===== src/rtl/moore_seq_pkg.sv =====
// Shared definitions for the Moore machine run controller: FSM state
// encodings, default parameter values and the pattern-length width helper.
package moore_seq_pkg;

    localparam int PAT_W_DEF     = 8;
    localparam int CNT_W_DEF     = 4;
    localparam int DRAIN_CYC_DEF = 1;

    // FSM state encodings
    localparam int         ST_W     = 3;
    localparam logic [2:0] ST_IDLE  = 3'd0;
    localparam logic [2:0] ST_CLR   = 3'd1;
    localparam logic [2:0] ST_RUN   = 3'd2;
    localparam logic [2:0] ST_DRAIN = 3'd3;
    localparam logic [2:0] ST_DONE  = 3'd4;

    // Bits needed to express a length from 0 to pat_w inclusive.
    function automatic int len_w(input int pat_w);
        return $clog2(pat_w + 1);
    endfunction

endpackage


===== src/rtl/moore_seq_shifter.sv =====
// Parallel-in serial-out pattern register with a remaining-bit down-counter.
// Loaded once per run, shifted right once per RUN cycle; bit_o is the next
// bit to drive onto x1.
module moore_seq_shifter
    import moore_seq_pkg::*;
#(
    parameter int PAT_W = PAT_W_DEF,
    parameter int LEN_W = len_w(PAT_W_DEF)
) (
    input  logic             clk,
    input  logic             rst_n,
    input  logic             en_i,
    input  logic             load_i,
    input  logic [PAT_W-1:0] load_data_i,
    input  logic [LEN_W-1:0] load_len_i,
    input  logic             shift_i,
    output logic             bit_o,
    output logic             empty_o,
    output logic             last_o
);

    logic [PAT_W-1:0] shreg_q;
    logic [LEN_W-1:0] cnt_q;

    // Load on run accept, otherwise shift out LSB-first while bits remain
    always_ff @(posedge clk or negedge rst_n) begin
        if (!rst_n) begin
            shreg_q <= '0;
            cnt_q   <= '0;
        end else if (en_i) begin
            if (load_i) begin
                shreg_q <= load_data_i;
                cnt_q   <= load_len_i;
            end else if (shift_i && (cnt_q != '0)) begin
                shreg_q <= shreg_q >> 1;
                cnt_q   <= cnt_q - 1'b1;
            end
        end
    end

    assign bit_o   = shreg_q[0];
    assign empty_o = (cnt_q == '0);
    assign last_o  = (cnt_q == LEN_W'(1));

endmodule


===== src/rtl/moore_seq_ctrl.sv =====
// Run controller for the Moore machine: accepts a pattern, clears the
// machine, shifts the pattern onto x1 LSB-first and counts z1 hits.
// Build option: define MOORE_SEQ_EDGE_EN to count only 0->1 transitions of
// the sampled z1 instead of every sampled high level.
module moore_seq_ctrl
    import moore_seq_pkg::*;
#(
    parameter int  PAT_W     = PAT_W_DEF,
    parameter int  CNT_W     = CNT_W_DEF,
    parameter int  DRAIN_CYC = DRAIN_CYC_DEF,   // must be at least 1
    localparam int LEN_W     = len_w(PAT_W)
) (
    input  logic             clk,
    input  logic             rst_n,
    input  logic             ena,
    input  logic             start_valid,
    output logic             start_ready,
    input  logic [PAT_W-1:0] pat_data,
    input  logic [LEN_W-1:0] pat_len,
    input  logic             abort,
    output logic             x1,
    output logic             m_rst_n,
    input  logic             z1_in,
    output logic             busy,
    output logic             done,
    output logic [CNT_W-1:0] hit_cnt,
    output logic             cnt_sat
);

    localparam int DRN_W = (DRAIN_CYC > 1) ? $clog2(DRAIN_CYC) : 1;

    logic [ST_W-1:0]  state_q, state_d;
    logic [DRN_W-1:0] drain_q, drain_d;
    logic             sample_en_q, sample_en_d;
    logic [CNT_W-1:0] hit_cnt_q;
    logic             cnt_sat_q;

    logic             accept;
    logic [LEN_W-1:0] len_clamped;
    logic             sh_bit, sh_empty, sh_last;
    logic             sample_active;
    logic             hit_event;

    assign start_ready = ena && (state_q == ST_IDLE);
    assign accept      = start_valid && start_ready;
    assign len_clamped = (pat_len > LEN_W'(PAT_W)) ? LEN_W'(PAT_W) : pat_len;

    moore_seq_shifter #(
        .PAT_W (PAT_W),
        .LEN_W (LEN_W)
    ) u_shifter (
        .clk         (clk),
        .rst_n       (rst_n),
        .en_i        (ena),
        .load_i      (accept),
        .load_data_i (pat_data),
        .load_len_i  (len_clamped),
        .shift_i     (state_q == ST_RUN),
        .bit_o       (sh_bit),
        .empty_o     (sh_empty),
        .last_o      (sh_last)
    );

    // Next-state logic; abort overrides everything except IDLE
    always_comb begin
        state_d = state_q;
        drain_d = drain_q;
        case (state_q)
            ST_IDLE:  if (start_valid) state_d = ST_CLR;
            ST_CLR:   state_d = sh_empty ? ST_DONE : ST_RUN;
            ST_RUN: begin
                if (sh_last) begin
                    state_d = ST_DRAIN;
                    drain_d = DRN_W'(DRAIN_CYC - 1);
                end
            end
            ST_DRAIN: begin
                if (drain_q == '0) state_d = ST_DONE;
                else               drain_d = drain_q - 1'b1;
            end
            ST_DONE:  state_d = ST_IDLE;
            default:  state_d = ST_IDLE;
        endcase
        if (abort && (state_q != ST_IDLE)) state_d = ST_IDLE;
    end

    // z1 lags x1 by one cycle, so sampling trails RUN by one cycle; an abort
    // cancels the trailing sample so nothing is counted after returning to IDLE
    assign sample_en_d   = (state_q == ST_RUN) && !abort;
    assign sample_active = sample_en_q || (state_q == ST_DRAIN);

    // FSM, drain counter and sample-enable registers, frozen while ena is low
    always_ff @(posedge clk or negedge rst_n) begin
        if (!rst_n) begin
            state_q     <= ST_IDLE;
            drain_q     <= '0;
            sample_en_q <= 1'b0;
        end else if (ena) begin
            state_q     <= state_d;
            drain_q     <= drain_d;
            sample_en_q <= sample_en_d;
        end
    end

`ifdef MOORE_SEQ_EDGE_EN
    logic z1_prev_q;

    // Previous sampled z1, cleared at accept so a first-sample high counts
    always_ff @(posedge clk or negedge rst_n) begin
        if (!rst_n) begin
            z1_prev_q <= 1'b0;
        end else if (ena) begin
            if (accept)             z1_prev_q <= 1'b0;
            else if (sample_active) z1_prev_q <= z1_in;
        end
    end

    assign hit_event = sample_active && z1_in && !z1_prev_q;
`else
    assign hit_event = sample_active && z1_in;
`endif

    // Saturating hit counter with sticky overflow flag, cleared at accept
    always_ff @(posedge clk or negedge rst_n) begin
        if (!rst_n) begin
            hit_cnt_q <= '0;
            cnt_sat_q <= 1'b0;
        end else if (ena) begin
            if (accept) begin
                hit_cnt_q <= '0;
                cnt_sat_q <= 1'b0;
            end else if (hit_event) begin
                if (hit_cnt_q == '1) cnt_sat_q <= 1'b1;
                else                 hit_cnt_q <= hit_cnt_q + 1'b1;
            end
        end
    end

    assign x1      = (state_q == ST_RUN) && sh_bit;
    assign m_rst_n = (state_q != ST_CLR);
    assign busy    = (state_q != ST_IDLE);
    assign done    = (state_q == ST_DONE);
    assign hit_cnt = hit_cnt_q;
    assign cnt_sat = cnt_sat_q;

endmodule


===== config.mk =====
export PLATFORM = sky130hd
export DESIGN_NAME = moore_seq_ctrl
export DESIGN_NICKNAME = d
export VERILOG_FILES = /design/src/rtl/moore_seq_pkg.sv /design/src/rtl/moore_seq_shifter.sv /design/src/rtl/moore_seq_ctrl.sv
export SDC_FILE = /design/constraint.sdc
export NUM_CORES = 1
export LEC_CHECK = 0
export ABC_CLOCK_PERIOD_IN_PS = 3000
export CORE_MARGIN = 2
export CORE_UTILIZATION = 43
export DETAILED_ROUTE_END_ITERATION = 8
export PLACE_DENSITY = 0.69
export REMOVE_ABC_BUFFERS = 1
export SETUP_SLACK_MARGIN = 0.02
export SYNTH_ARGS = -nofsm -noshare
export SYNTH_HDL_FRONTEND = slang
export SYNTH_HIERARCHICAL = 1
export SYNTH_SLANG_ARGS = --single-unit

===== constraint.sdc =====
create_clock -name clk -period 3 [get_ports clk]
set_input_delay 0.6 -clock clk [delete_from_list [all_inputs] [get_ports clk]]
set_output_delay 0.6 -clock clk [all_outputs]
set_load 0.005 [all_outputs]

==> report_table.html, run 1 <==
<table>
<tr><th>Metric</th><th>Value</th></tr>
<tr><th colspan="2">Outcome</th></tr>
<tr><td>Status</td><td>finished clean</td></tr>
<tr><th colspan="2">Setup path</th></tr>
<tr><td>Most Frequent Cell on Critical Path</td><td>sky130_fd_sc_hd__clkdlybuf4s50_1</td></tr>
<tr><td>Number of cells traversed by the worst register-to-register path</td><td>5</td></tr>
<tr><td>Setup crit start</td><td>ena</td></tr>
<tr><td>Max stage delay on crit path</td><td>approximately 510 ps</td></tr>
<tr><td>Slowest library cell on the worst path</td><td>sky130_fd_sc_hd__or4b_4</td></tr>
<tr><td>Nature of the critical path startpoint</td><td>input pin</td></tr>
<tr><td>Data required time at the worst endpoint</td><td>around 2400 ps</td></tr>
<tr><td>Worst Setup Path Type</td><td>input pin to output port</td></tr>
<tr><td>Crit Path Max Fanout</td><td>6</td></tr>
<tr><td>Chain of cells forming the critical path</td><td>clkdlybuf4s50_1, or4b_4, inv_1, clkdlybuf4s50_1</td></tr>
<tr><td>Arrival time at the worst endpoint</td><td>2150 ps</td></tr>
<tr><td>Start of the worst register-to-register path</td><td>state_q[0]</td></tr>
<tr><td>Critical path endpoint category</td><td>output port</td></tr>
<tr><th colspan="2">Drt</th></tr>
<tr><td>DRC violation count after routing</td><td>0</td></tr>
<tr><td>Antenna Nets Post-Route</td><td>0</td></tr>
<tr><td>Vias post-DR</td><td>1,041</td></tr>
<tr><td>Final WL</td><td>around 2.7 mm</td></tr>
<tr><td>Routed wirelength normalized by instance count</td><td>approximately 15 um</td></tr>
<tr><td>Count of TritonRoute iterations in the first routing pass</td><td>4</td></tr>
<tr><td>Count of routing violations after the opening detailed-route iteration</td><td>32</td></tr>
<tr><td>Vias per Instance</td><td>approximately 5.7</td></tr>
<tr><th colspan="2">STA</th></tr>
<tr><td>Final setup TNS</td><td>0 ps</td></tr>
<tr><td>Max-slew violations</td><td>0</td></tr>
<tr><td>Final hold violations</td><td>0</td></tr>
<tr><td>Unrepaired setup endpoints after global routing</td><td>no</td></tr>
<tr><td>Smallest hold slack</td><td>around 530 ps</td></tr>
<tr><td>Headroom to the max-slew limit</td><td>roughly 75%</td></tr>
<tr><td>Achievable Freq</td><td>0.364 GHz</td></tr>
<tr><td>Setup Skew</td><td>around 10 ps</td></tr>
<tr><td>Worst setup margin</td><td>254 ps</td></tr>
<tr><td>Shortest clock period the worst path allows after layout</td><td>between 2000 and 3000 ps</td></tr>
<tr><td>Share of the clock period used by the worst path after layout</td><td>between 90 and 100%</td></tr>
<tr><td>Slew at the pin closest to its max-slew limit</td><td>about 370 ps</td></tr>
<tr><td>Final setup violation count</td><td>0</td></tr>
<tr><th colspan="2">Synthesis</th></tr>
<tr><td>Warnings, synthesis</td><td>6</td></tr>
<tr><td>Sequential fraction of the synthesis area</td><td>roughly two fifths</td></tr>
<tr><td>Post-Syn Instances</td><td>around 120</td></tr>
<tr><td>Netlist area before placement</td><td>roughly 1300 um2</td></tr>
<tr><td>Number of different library cells in the post-synthesis netlist</td><td>42</td></tr>
<tr><td>Mean area per synthesized cell</td><td>about 11 um2</td></tr>
<tr><td>Flip-flop and latch count after synthesis</td><td>21</td></tr>
<tr><th colspan="2">CTS</th></tr>
<tr><td>Clk pin slew, worst setup/hold paths</td><td>130 ps</td></tr>
<tr><td>Post-CTS setup buffers</td><td>0</td></tr>
<tr><td>Clk sinks</td><td>21</td></tr>
<tr><td>Hold bufs inserted after CTS</td><td>0</td></tr>
<tr><td>Quantity of gates resized following cts</td><td>0</td></tr>
<tr><td>Max Root-Sink Buffers</td><td>2</td></tr>
<tr><td>Num CTS Buffers</td><td>3</td></tr>
<tr><td>Root buffer selected by CTS</td><td>sky130_fd_sc_hd__clkbuf_4</td></tr>
<tr><td>H-tree depth</td><td>1</td></tr>
<tr><td>Clock latency on the worst-skew pair</td><td>about 310 ps</td></tr>
<tr><td>TritonCTS clock tree</td><td>built</td></tr>
<tr><th colspan="2">Finish</th></tr>
<tr><td>Fin nets</td><td>around 170</td></tr>
<tr><td>Fraction of layout instances using a drive strength above 1</td><td>approximately a fifth</td></tr>
<tr><td>Core utilization of the finished layout</td><td>between 50% and 60%</td></tr>
<tr><td>Total of fill cells in the finished design</td><td>283</td></tr>
<tr><td># diodes</td><td>0</td></tr>
<tr><td>Non-filler cells in the finished layout</td><td>around 180</td></tr>
<tr><td>Post-synthesis to final-layout area growth</td><td>24.2%</td></tr>
<tr><th colspan="2">Power</th></tr>
<tr><td>Max IR drop VDD</td><td>between 0.0002 and 0.0003 V</td></tr>
<tr><td>Pwr per Cell Area</td><td>604 nW/um2</td></tr>
<tr><td>Static Leakage</td><td>0.000695 uW</td></tr>
<tr><th colspan="2">Global routing</th></tr>
<tr><td>Overall track demand over capacity in global routing</td><td>between 15 and 20%</td></tr>
<tr><td>Via count of the first global-routing pass</td><td>about 1k</td></tr>
<tr><td>Largest net degree at the start of global routing</td><td>22</td></tr>
<tr><td>Remaining Overflow, GRT</td><td>0</td></tr>
<tr><td>First-pass GRT wire length</td><td>4.53 mm</td></tr>
<tr><td>Antenna violations before repair</td><td>0</td></tr>
<tr><th colspan="2">Floorplanning</th></tr>
<tr><td>Boundary pin count</td><td>28</td></tr>
<tr><td># rows</td><td>20</td></tr>
<tr><td>Core Region</td><td>between 3000 and 4000 um2</td></tr>
<tr><td>Starting utilization of the core area</td><td>between 40 and 50%</td></tr>
<tr><td>Horizontal die dimension</td><td>between 50 and 60 um</td></tr>
<tr><td>Vertical die dimension</td><td>~60 um</td></tr>
<tr><td>Area enclosed by the die boundary</td><td>roughly 3600 um2</td></tr>
<tr><th colspan="2">Worst hold path</th></tr>
<tr><td>Instance count along the most critical hold path</td><td>2</td></tr>
<tr><td>Start point of the worst hold path</td><td>cnt_sat</td></tr>
<tr><td>Tightest Hold Check Type</td><td>flop to flop</td></tr>
<tr><th colspan="2">Run</th></tr>
<tr><td>Max-capacitance violation count</td><td>0</td></tr>
<tr><th colspan="2">Place</th></tr>
<tr><td>Cell Count Post-Placement</td><td>180</td></tr>
<tr><td>Count of buffers inserted at the top-level ports</td><td>27</td></tr>
<tr><td>Final weighted congestion in routability-driven placement</td><td>0.811</td></tr>
<tr><td>Final HPWL DP</td><td>about 2.0 mm</td></tr>
<tr><td>Placement-stage worst setup slack</td><td>between 200 and 250 ps</td></tr>
</table>
-- cell usage after synthesis --
cell / instances / area share [%]
sky130_fd_sc_hd__a2111oi_0: 2 / 1.3
sky130_fd_sc_hd__a211o_1: 1 / 0.65
sky130_fd_sc_hd__a211oi_1: 2 / 1.1
sky130_fd_sc_hd__a211oi_2: 1 / 0.93
sky130_fd_sc_hd__a21oi_1: 2 / 0.74
sky130_fd_sc_hd__a22o_1: 1 / 0.65
sky130_fd_sc_hd__a31o_2: 1 / 0.65
sky130_fd_sc_hd__and2_1: 1 / 0.47
sky130_fd_sc_hd__and3_1: 1 / 0.47
sky130_fd_sc_hd__and3b_1: 2 / 1.3
sky130_fd_sc_hd__buf_2: 2 / 0.74
sky130_fd_sc_hd__buf_6: 2 / 1.7
sky130_fd_sc_hd__clkbuf_1: 1 / 0.28
sky130_fd_sc_hd__clkbuf_4: 1 / 0.56
sky130_fd_sc_hd__dfrtp_1: 21 / 39
sky130_fd_sc_hd__ha_1: 3 / 2.8
sky130_fd_sc_hd__inv_1: 12 / 3.4
sky130_fd_sc_hd__mux2_2: 7 / 5.9
sky130_fd_sc_hd__mux2_4: 7 / 7.8
sky130_fd_sc_hd__mux2i_1: 7 / 5.2
sky130_fd_sc_hd__nand2_1: 3 / 0.84
sky130_fd_sc_hd__nand3_1: 3 / 1.1
sky130_fd_sc_hd__nand3b_1: 2 / 1.1
sky130_fd_sc_hd__nand3b_2: 1 / 0.84
sky130_fd_sc_hd__nand4_1: 1 / 0.47
sky130_fd_sc_hd__nand4b_1: 1 / 0.65
sky130_fd_sc_hd__nor2_1: 2 / 0.56
sky130_fd_sc_hd__nor2_4: 2 / 1.7
sky130_fd_sc_hd__nor2b_1: 5 / 2.3
sky130_fd_sc_hd__nor3_1: 1 / 0.37
sky130_fd_sc_hd__nor3b_1: 4 / 2.2
sky130_fd_sc_hd__nor4b_1: 2 / 1.3
sky130_fd_sc_hd__nor4b_4: 1 / 1.8
sky130_fd_sc_hd__o2111ai_1: 3 / 2.0
sky130_fd_sc_hd__o21a_1: 1 / 0.56
sky130_fd_sc_hd__o21ai_0: 7 / 2.6
sky130_fd_sc_hd__o21ai_1: 1 / 0.37
sky130_fd_sc_hd__o221a_2: 1 / 0.84
sky130_fd_sc_hd__o221ai_1: 1 / 0.65
sky130_fd_sc_hd__o31ai_1: 1 / 0.56
sky130_fd_sc_hd__or3_1: 1 / 0.47
sky130_fd_sc_hd__or4b_4: 1 / 1.0
-- placed cells by master (no fill, tap or decap), types with 2 or more instances in the layout --
| cell type | synthesis | final |
|---|---|---|
| sky130_fd_sc_hd__nor4b_1 | 2 | 2 |
| sky130_fd_sc_hd__nand3_1 | 3 | 3 |
| sky130_fd_sc_hd__mux2i_1 | 7 | 7 |
| sky130_fd_sc_hd__nand3b_1 | 2 | 2 |
| sky130_fd_sc_hd__buf_4 | 0 | 4 |
| sky130_fd_sc_hd__clkdlybuf4s50_1 | 0 | 27 |
| sky130_fd_sc_hd__nand2_1 | 3 | 3 |
| sky130_fd_sc_hd__nor2b_1 | 5 | 5 |
| sky130_fd_sc_hd__nor2_4 | 2 | 2 |
| sky130_fd_sc_hd__a211oi_1 | 2 | 2 |
| sky130_fd_sc_hd__dfrtp_1 | 21 | 21 |
| sky130_fd_sc_hd__nor3b_1 | 4 | 4 |
| sky130_fd_sc_hd__o2111ai_1 | 3 | 3 |
| sky130_fd_sc_hd__inv_1 | 12 | 12 |
| sky130_fd_sc_hd__ha_1 | 3 | 3 |
| sky130_fd_sc_hd__clkbuf_4 | 1 | 3 |
| sky130_fd_sc_hd__a21oi_1 | 2 | 2 |
| sky130_fd_sc_hd__and3b_1 | 2 | 2 |
| sky130_fd_sc_hd__mux2_4 | 7 | 7 |
| sky130_fd_sc_hd__a2111oi_0 | 2 | 2 |
| sky130_fd_sc_hd__nor2_1 | 2 | 2 |
| sky130_fd_sc_hd__o21ai_0 | 7 | 7 |
| sky130_fd_sc_hd__mux2_2 | 7 | 7 |
-- worst max-delay path: cells and delay by family --
| family | cells | cell delay [ps] |
|---|---|---|
| buffers and inverters | 3 | 1030 |
| and+or+nand+nor | 1 | 510 |
-- stage by stage --
stage | instance area [um2] | power, uW
after floorplan | 1300 | 725
after global placement | 1640 | 851
after detailed placement | 1640 | 874
after CTS | 1670 | 1020
after global routing | 1670 | 1090
final | 1670 | 1010
-- state kept, by name, indices dropped and copies added (netlist names) --
register,flops
u_shifter/shreg_q,8
hit_cnt,4
u_shifter/cnt_q,4
state_q,3
cnt_sat,1
sample_en_q,1
-- path summary, 6_finish.rpt --
path / to / slack [ps]
min reg2reg: cnt_sat / 530
min in group asynchronous: hit_cnt[3] / 620
max reg2reg: u_shifter/shreg_q[3] / 710
max: start_ready / 250
min: cnt_sat / 530
max in group asynchronous: u_shifter/shreg_q[3] / 2150
-- where the power goes --
part           internal (uW)  total, uW  leakage (uW)  switching (uW)
sequential               367        452      0.000271            85.7
combinational            254        415      0.000406             160
clock                   49.7        141     0.0000177            90.9
total                    671       1010      0.000695             337
-- routing by layer --
| layer | share of wire, % | GRT usage, % | vias up |
|---|---|---|---|
| met1 | 47 | 22.0 | 511 |
| met4 | 0 | 3.81 | 0 |
| met2 | 49 | 28.3 | 25 |
| met5 | 0 | 0 | - |
| met3 | 3.4 | 2.60 | 0 |
| li1 | - | - | 505 |
-- cells by family after synthesis --
logic type,after synthesis,share of synthesized area (%)
and+or+nand+nor,34,19.0
DFF,21,39.1
AOI/OAI and AO/OA,25,13.6
muxes,21,18.9
buffers and inverters,18,6.61
adders and majority gates,3,2.79
-- layout make-up --
cell class	count	area (um2)	share of cell area (%)
Clock inverter	1	5.00	0.300
Timing Repair Buffer	31	300	18.0
Multi-Input combinational cell	83	729	43.7
Tap cell	33	41.3	2.47
Sequential cell	21	526	31.5
Inverter	12	45.0	2.70
Clock buffer	3	22.5	1.35
(Power assumes the default switching activity.)
==> run 2, diff against run 1 <==
Settings changed: CTS_BUF_LIST set to sky130_fd_sc_hd__clkbuf_8 sky130_fd_sc_hd__clkbuf_16.
==> run 2 against run 1 <==
Net effect:
- register-to-register slack barely moved
- core utilization is 0.62 points higher
- flip-flop and latch count unchanged
- sequential share of layout area shrank 0.35 points
- first-iteration DRC count down 13%
- wire length fell by 0.74%
- sequential power about the same
- cell area up 1.1%
- count of clock-buffer cells in the layout unchanged
- combinational power about the same
- cell count unchanged
- critical path depth is the same
- critical endpoint unchanged
- largest power group unchanged
==> report_table.html, run 2 (same netlist as run 1, synthesis figures left out) <==
<table>
<tr><th>Metric</th><th>Value</th></tr>
<tr><th colspan="2">Outcome</th></tr>
<tr><td>Status</td><td>finished clean</td></tr>
<tr><th colspan="2">Floorplanning</th></tr>
<tr><td># rows</td><td>20 (unchanged)</td></tr>
<tr><td>Boundary pin count</td><td>28 (unchanged)</td></tr>
<tr><td>Area enclosed by the die boundary</td><td>3590 um2 (unchanged)</td></tr>
<tr><td>Core Region</td><td>3000 um2 (unchanged)</td></tr>
<tr><td>Starting utilization of the core area</td><td>44.8% (unchanged)</td></tr>
<tr><td>Horizontal die dimension</td><td>59.9 um (unchanged)</td></tr>
<tr><td>Vertical die dimension</td><td>59.9 um (unchanged)</td></tr>
<tr><th colspan="2">Global routing</th></tr>
<tr><td>Overall track demand over capacity in global routing</td><td>16.5% (-0.045 points)</td></tr>
<tr><td>Via count of the first global-routing pass</td><td>994 (-1.1%)</td></tr>
<tr><td>First-pass GRT wire length</td><td>4.51 mm (-0.31%)</td></tr>
<tr><td>Remaining Overflow, GRT</td><td>0 (unchanged)</td></tr>
<tr><td>Antenna violations before repair</td><td>0 (unchanged)</td></tr>
<tr><td>Largest net degree at the start of global routing</td><td>22 (unchanged)</td></tr>
<tr><th colspan="2">Drt</th></tr>
<tr><td>DRC violation count after routing</td><td>0 (unchanged)</td></tr>
<tr><td>Final WL</td><td>2.68 mm (-0.74%)</td></tr>
<tr><td>Count of TritonRoute iterations in the first routing pass</td><td>4 (unchanged)</td></tr>
<tr><td>Count of routing violations after the opening detailed-route iteration</td><td>28 (-13%)</td></tr>
<tr><td>Vias per Instance</td><td>5.71 (+0.86%)</td></tr>
<tr><td>Routed wirelength normalized by instance count</td><td>14.6 um (-0.74%)</td></tr>
<tr><td>Vias post-DR</td><td>1,050 (+0.86%)</td></tr>
<tr><td>Antenna Nets Post-Route</td><td>0 (unchanged)</td></tr>
<tr><th colspan="2">Power</th></tr>
<tr><td>Max IR drop VDD</td><td>0.000266 V (+0.33%)</td></tr>
<tr><td>Combinational group share of total power</td><td>39.3% (-1.9 points)</td></tr>
<tr><td>Power dissipated by switching net loads</td><td>341 uW (+1.3%)</td></tr>
<tr><td>Total internal power</td><td>714 uW (+6.5%)</td></tr>
<tr><td>Fraction of power spent switching nets</td><td>32.3% (-1.1 points)</td></tr>
<tr><td>Clk network pwr share</td><td>18.0% (+4.1 points)</td></tr>
<tr><td>Pwr per Cell Area</td><td>625 nW/um2 (+3.6%)</td></tr>
<tr><td>Power share of the sequential group</td><td>42.8% (-2.1 points)</td></tr>
<tr><td>Static Leakage</td><td>0.000703 uW (+1.1%)</td></tr>
<tr><th colspan="2">Finish</th></tr>
<tr><td>Most frequent cells in the layout</td><td>27 x sky130_fd_sc_hd__clkdlybuf4s50_1, 21 x sky130_fd_sc_hd__dfrtp_1, 12 x sky130_fd_sc_hd__inv_1</td></tr>
<tr><td>Footprint of the multi-input gates</td><td>729 um2 (unchanged)</td></tr>
<tr><td># diodes</td><td>0 (unchanged)</td></tr>
<tr><td>Total of fill cells in the finished design</td><td>277 (-2.1%)</td></tr>
<tr><td>Commonest non-fill, non-tap cell in the layout</td><td>sky130_fd_sc_hd__clkdlybuf4s50_1</td></tr>
<tr><td>Max FFs per register</td><td>8 (unchanged)</td></tr>
<tr><td>Top register by number of flip-flops</td><td>u_shifter/shreg_q</td></tr>
<tr><td>Post-synthesis to final-layout area growth</td><td>25.6%</td></tr>
<tr><td>Area occupied by registers</td><td>526 um2 (unchanged)</td></tr>
<tr><td>Fin nets</td><td>173 (unchanged)</td></tr>
<tr><td>Fraction of layout instances using a drive strength above 1</td><td>19.9% (unchanged)</td></tr>
<tr><th colspan="2">Place</th></tr>
<tr><td>Count of buffers inserted at the top-level ports</td><td>27 (unchanged)</td></tr>
<tr><td>Final HPWL DP</td><td>2.00 mm (unchanged)</td></tr>
<tr><td>Final weighted congestion in routability-driven placement</td><td>0.811 (unchanged)</td></tr>
<tr><th colspan="2">Setup path</th></tr>
<tr><td>Nature of the critical path startpoint</td><td>input pin</td></tr>
<tr><td>Worst R2R Setup Slack</td><td>710 ps (about the same)</td></tr>
<tr><td>Start of the worst register-to-register path</td><td>state_q[0]</td></tr>
<tr><td>Worst Setup Path Type</td><td>input pin to output port</td></tr>
<tr><td>Data required time at the worst endpoint</td><td>2400 ps (about the same)</td></tr>
<tr><td>Slowest library cell on the worst path</td><td>sky130_fd_sc_hd__or4b_4</td></tr>
<tr><td>Most Frequent Cell on Critical Path</td><td>sky130_fd_sc_hd__clkdlybuf4s50_1</td></tr>
<tr><td>Reg-to-reg endpoint</td><td>u_shifter/shreg_q[6]</td></tr>
<tr><td>Arrival time at the worst endpoint</td><td>2150 ps (about the same)</td></tr>
<tr><td>Chain of cells forming the critical path</td><td>clkdlybuf4s50_1, or4b_4, inv_1, clkdlybuf4s50_1</td></tr>
<tr><td>Cell type group with the largest total delay on the critical path</td><td>buffers and inverters</td></tr>
<tr><td>Number of cells traversed by the worst register-to-register path</td><td>5 (unchanged)</td></tr>
<tr><td>Max stage delay on crit path</td><td>510 ps (about the same)</td></tr>
<tr><td>Crit Path Max Fanout</td><td>6 (unchanged)</td></tr>
<tr><td>Crit path buf inv count</td><td>3 (unchanged)</td></tr>
<tr><td>Critical path endpoint category</td><td>output port</td></tr>
<tr><th colspan="2">Worst hold path</th></tr>
<tr><td>Instance count along the most critical hold path</td><td>1 (-1)</td></tr>
<tr><td>Start point of the worst hold path</td><td>u_shifter/shreg_q[4]</td></tr>
<tr><td>Worst hold endpoint</td><td>u_shifter/shreg_q[4]</td></tr>
<tr><td>Tightest Hold Check Type</td><td>flop to flop</td></tr>
<tr><th colspan="2">STA</th></tr>
<tr><td>Setup Skew</td><td>5.47 ps (-4.93 ps)</td></tr>
<tr><td>Share of the clock period used by the worst path after layout</td><td>91.5% (about the same)</td></tr>
<tr><td>Unrepaired setup endpoints after global routing</td><td>no</td></tr>
<tr><td>Achievable Freq</td><td>0.364 GHz (about the same)</td></tr>
<tr><td>Shortest clock period the worst path allows after layout</td><td>2750 ps (-0.370 ps)</td></tr>
<tr><td>Final setup violation count</td><td>0 (unchanged)</td></tr>
<tr><td>Smallest hold slack</td><td>516 ps (-12.5 ps)</td></tr>
<tr><td>Max-slew violations</td><td>0 (unchanged)</td></tr>
<tr><td>Final setup TNS</td><td>0 ps (unchanged)</td></tr>
<tr><td>Final hold violations</td><td>0 (unchanged)</td></tr>
<tr><td>Headroom to the max-slew limit</td><td>72.9% (-1.9 points)</td></tr>
<tr><td>Slew at the pin closest to its max-slew limit</td><td>406 ps (+37.1 ps)</td></tr>
<tr><th colspan="2">CTS</th></tr>
<tr><td>TritonCTS clock tree</td><td>built</td></tr>
<tr><td>Hold bufs inserted after CTS</td><td>0 (unchanged)</td></tr>
<tr><td>Quantity of gates resized following cts</td><td>0 (unchanged)</td></tr>
<tr><td>H-tree depth</td><td>1 (unchanged)</td></tr>
<tr><td>Post-CTS setup buffers</td><td>0 (unchanged)</td></tr>
<tr><td>Max Root-Sink Buffers</td><td>2 (unchanged)</td></tr>
<tr><td>Root buffer selected by CTS</td><td>sky130_fd_sc_hd__clkbuf_8</td></tr>
<tr><td>Clk pin slew, worst setup/hold paths</td><td>80 ps (-50 ps)</td></tr>
<tr><td>Num CTS Buffers</td><td>3 (unchanged)</td></tr>
<tr><td>Clock latency on the worst-skew pair</td><td>260 ps (-50 ps)</td></tr>
<tr><td>Clk sinks</td><td>21 (unchanged)</td></tr>
<tr><th colspan="2">Run</th></tr>
<tr><td>Max-capacitance violation count</td><td>0 (unchanged)</td></tr>
</table>
==> run 2: changes by cell type in the layout (fill, tap and decap cells not counted) <==
cell,change
sky130_fd_sc_hd__clkbuf_4,-3
sky130_fd_sc_hd__clkbuf_8,+3
==> run 2: metal layers <==
metal / GRT usage [%] / part of all wire (%) / vias to the layer above
met1: 22.0 / 47 / 522
met2: 28.1 / 50 / 20
met3: 2.60 / 3.1 / 0
met4: 3.81 / 0 / 0
li1: - / - / 508
met5: 0 / 0 / -
==> run 2: worst max-delay path by stage <==
stage                     start              endpoint  slack, ps  cells after the start
after global routing        ena           start_ready        220                      4
after CTS                   ena           start_ready        250                      4
after global placement      ena           start_ready        240                      4
after detailed placement    ena  u_shifter/shreg_q[6]        240                      6
final                       ena           start_ready        250                      4
after floorplan             ena  u_shifter/shreg_q[0]        640                      5
==> run 2: power groups by stage <==
stage | Combinational [uW] | Sequential [uW] | Clock [uW]
2_1_floorplan | 294 | 431 | 0
3_3_place_gp | 401 | 450 | 0
3_5_place_dp | 419 | 455 | 0
4_1_cts | 420 | 451 | 197
5_1_grt | 454 | 466 | 212
6_report | 414 | 452 | 190
==> run 2: layout make-up <==
class	instances	area share, %
Multi-Input combinational cell	83	43.2
Sequential cell	21	31.1
Timing Repair Buffer	31	17.8
Inverter	12	2.67
Clock buffer	3	2.45
Tap cell	33	2.45
Clock inverter	1	0.297
==> run 2: stage by stage <==
step | instance area (um2) | worst slack, ps | power, uW | utilization, % | instances
2_1_floorplan | 1300 | 643 | 725 | - | 116
3_3_place_gp | 1640 | 238 | 851 | 54.7 | 180
3_5_place_dp | 1640 | 237 | 874 | 54.7 | 180
4_1_cts | 1690 | 248 | 1070 | 56.2 | 184
5_1_grt | 1690 | 218 | 1130 | 56.2 | 184
6_report | 1690 | 254 | 1060 | 56.2 | 184
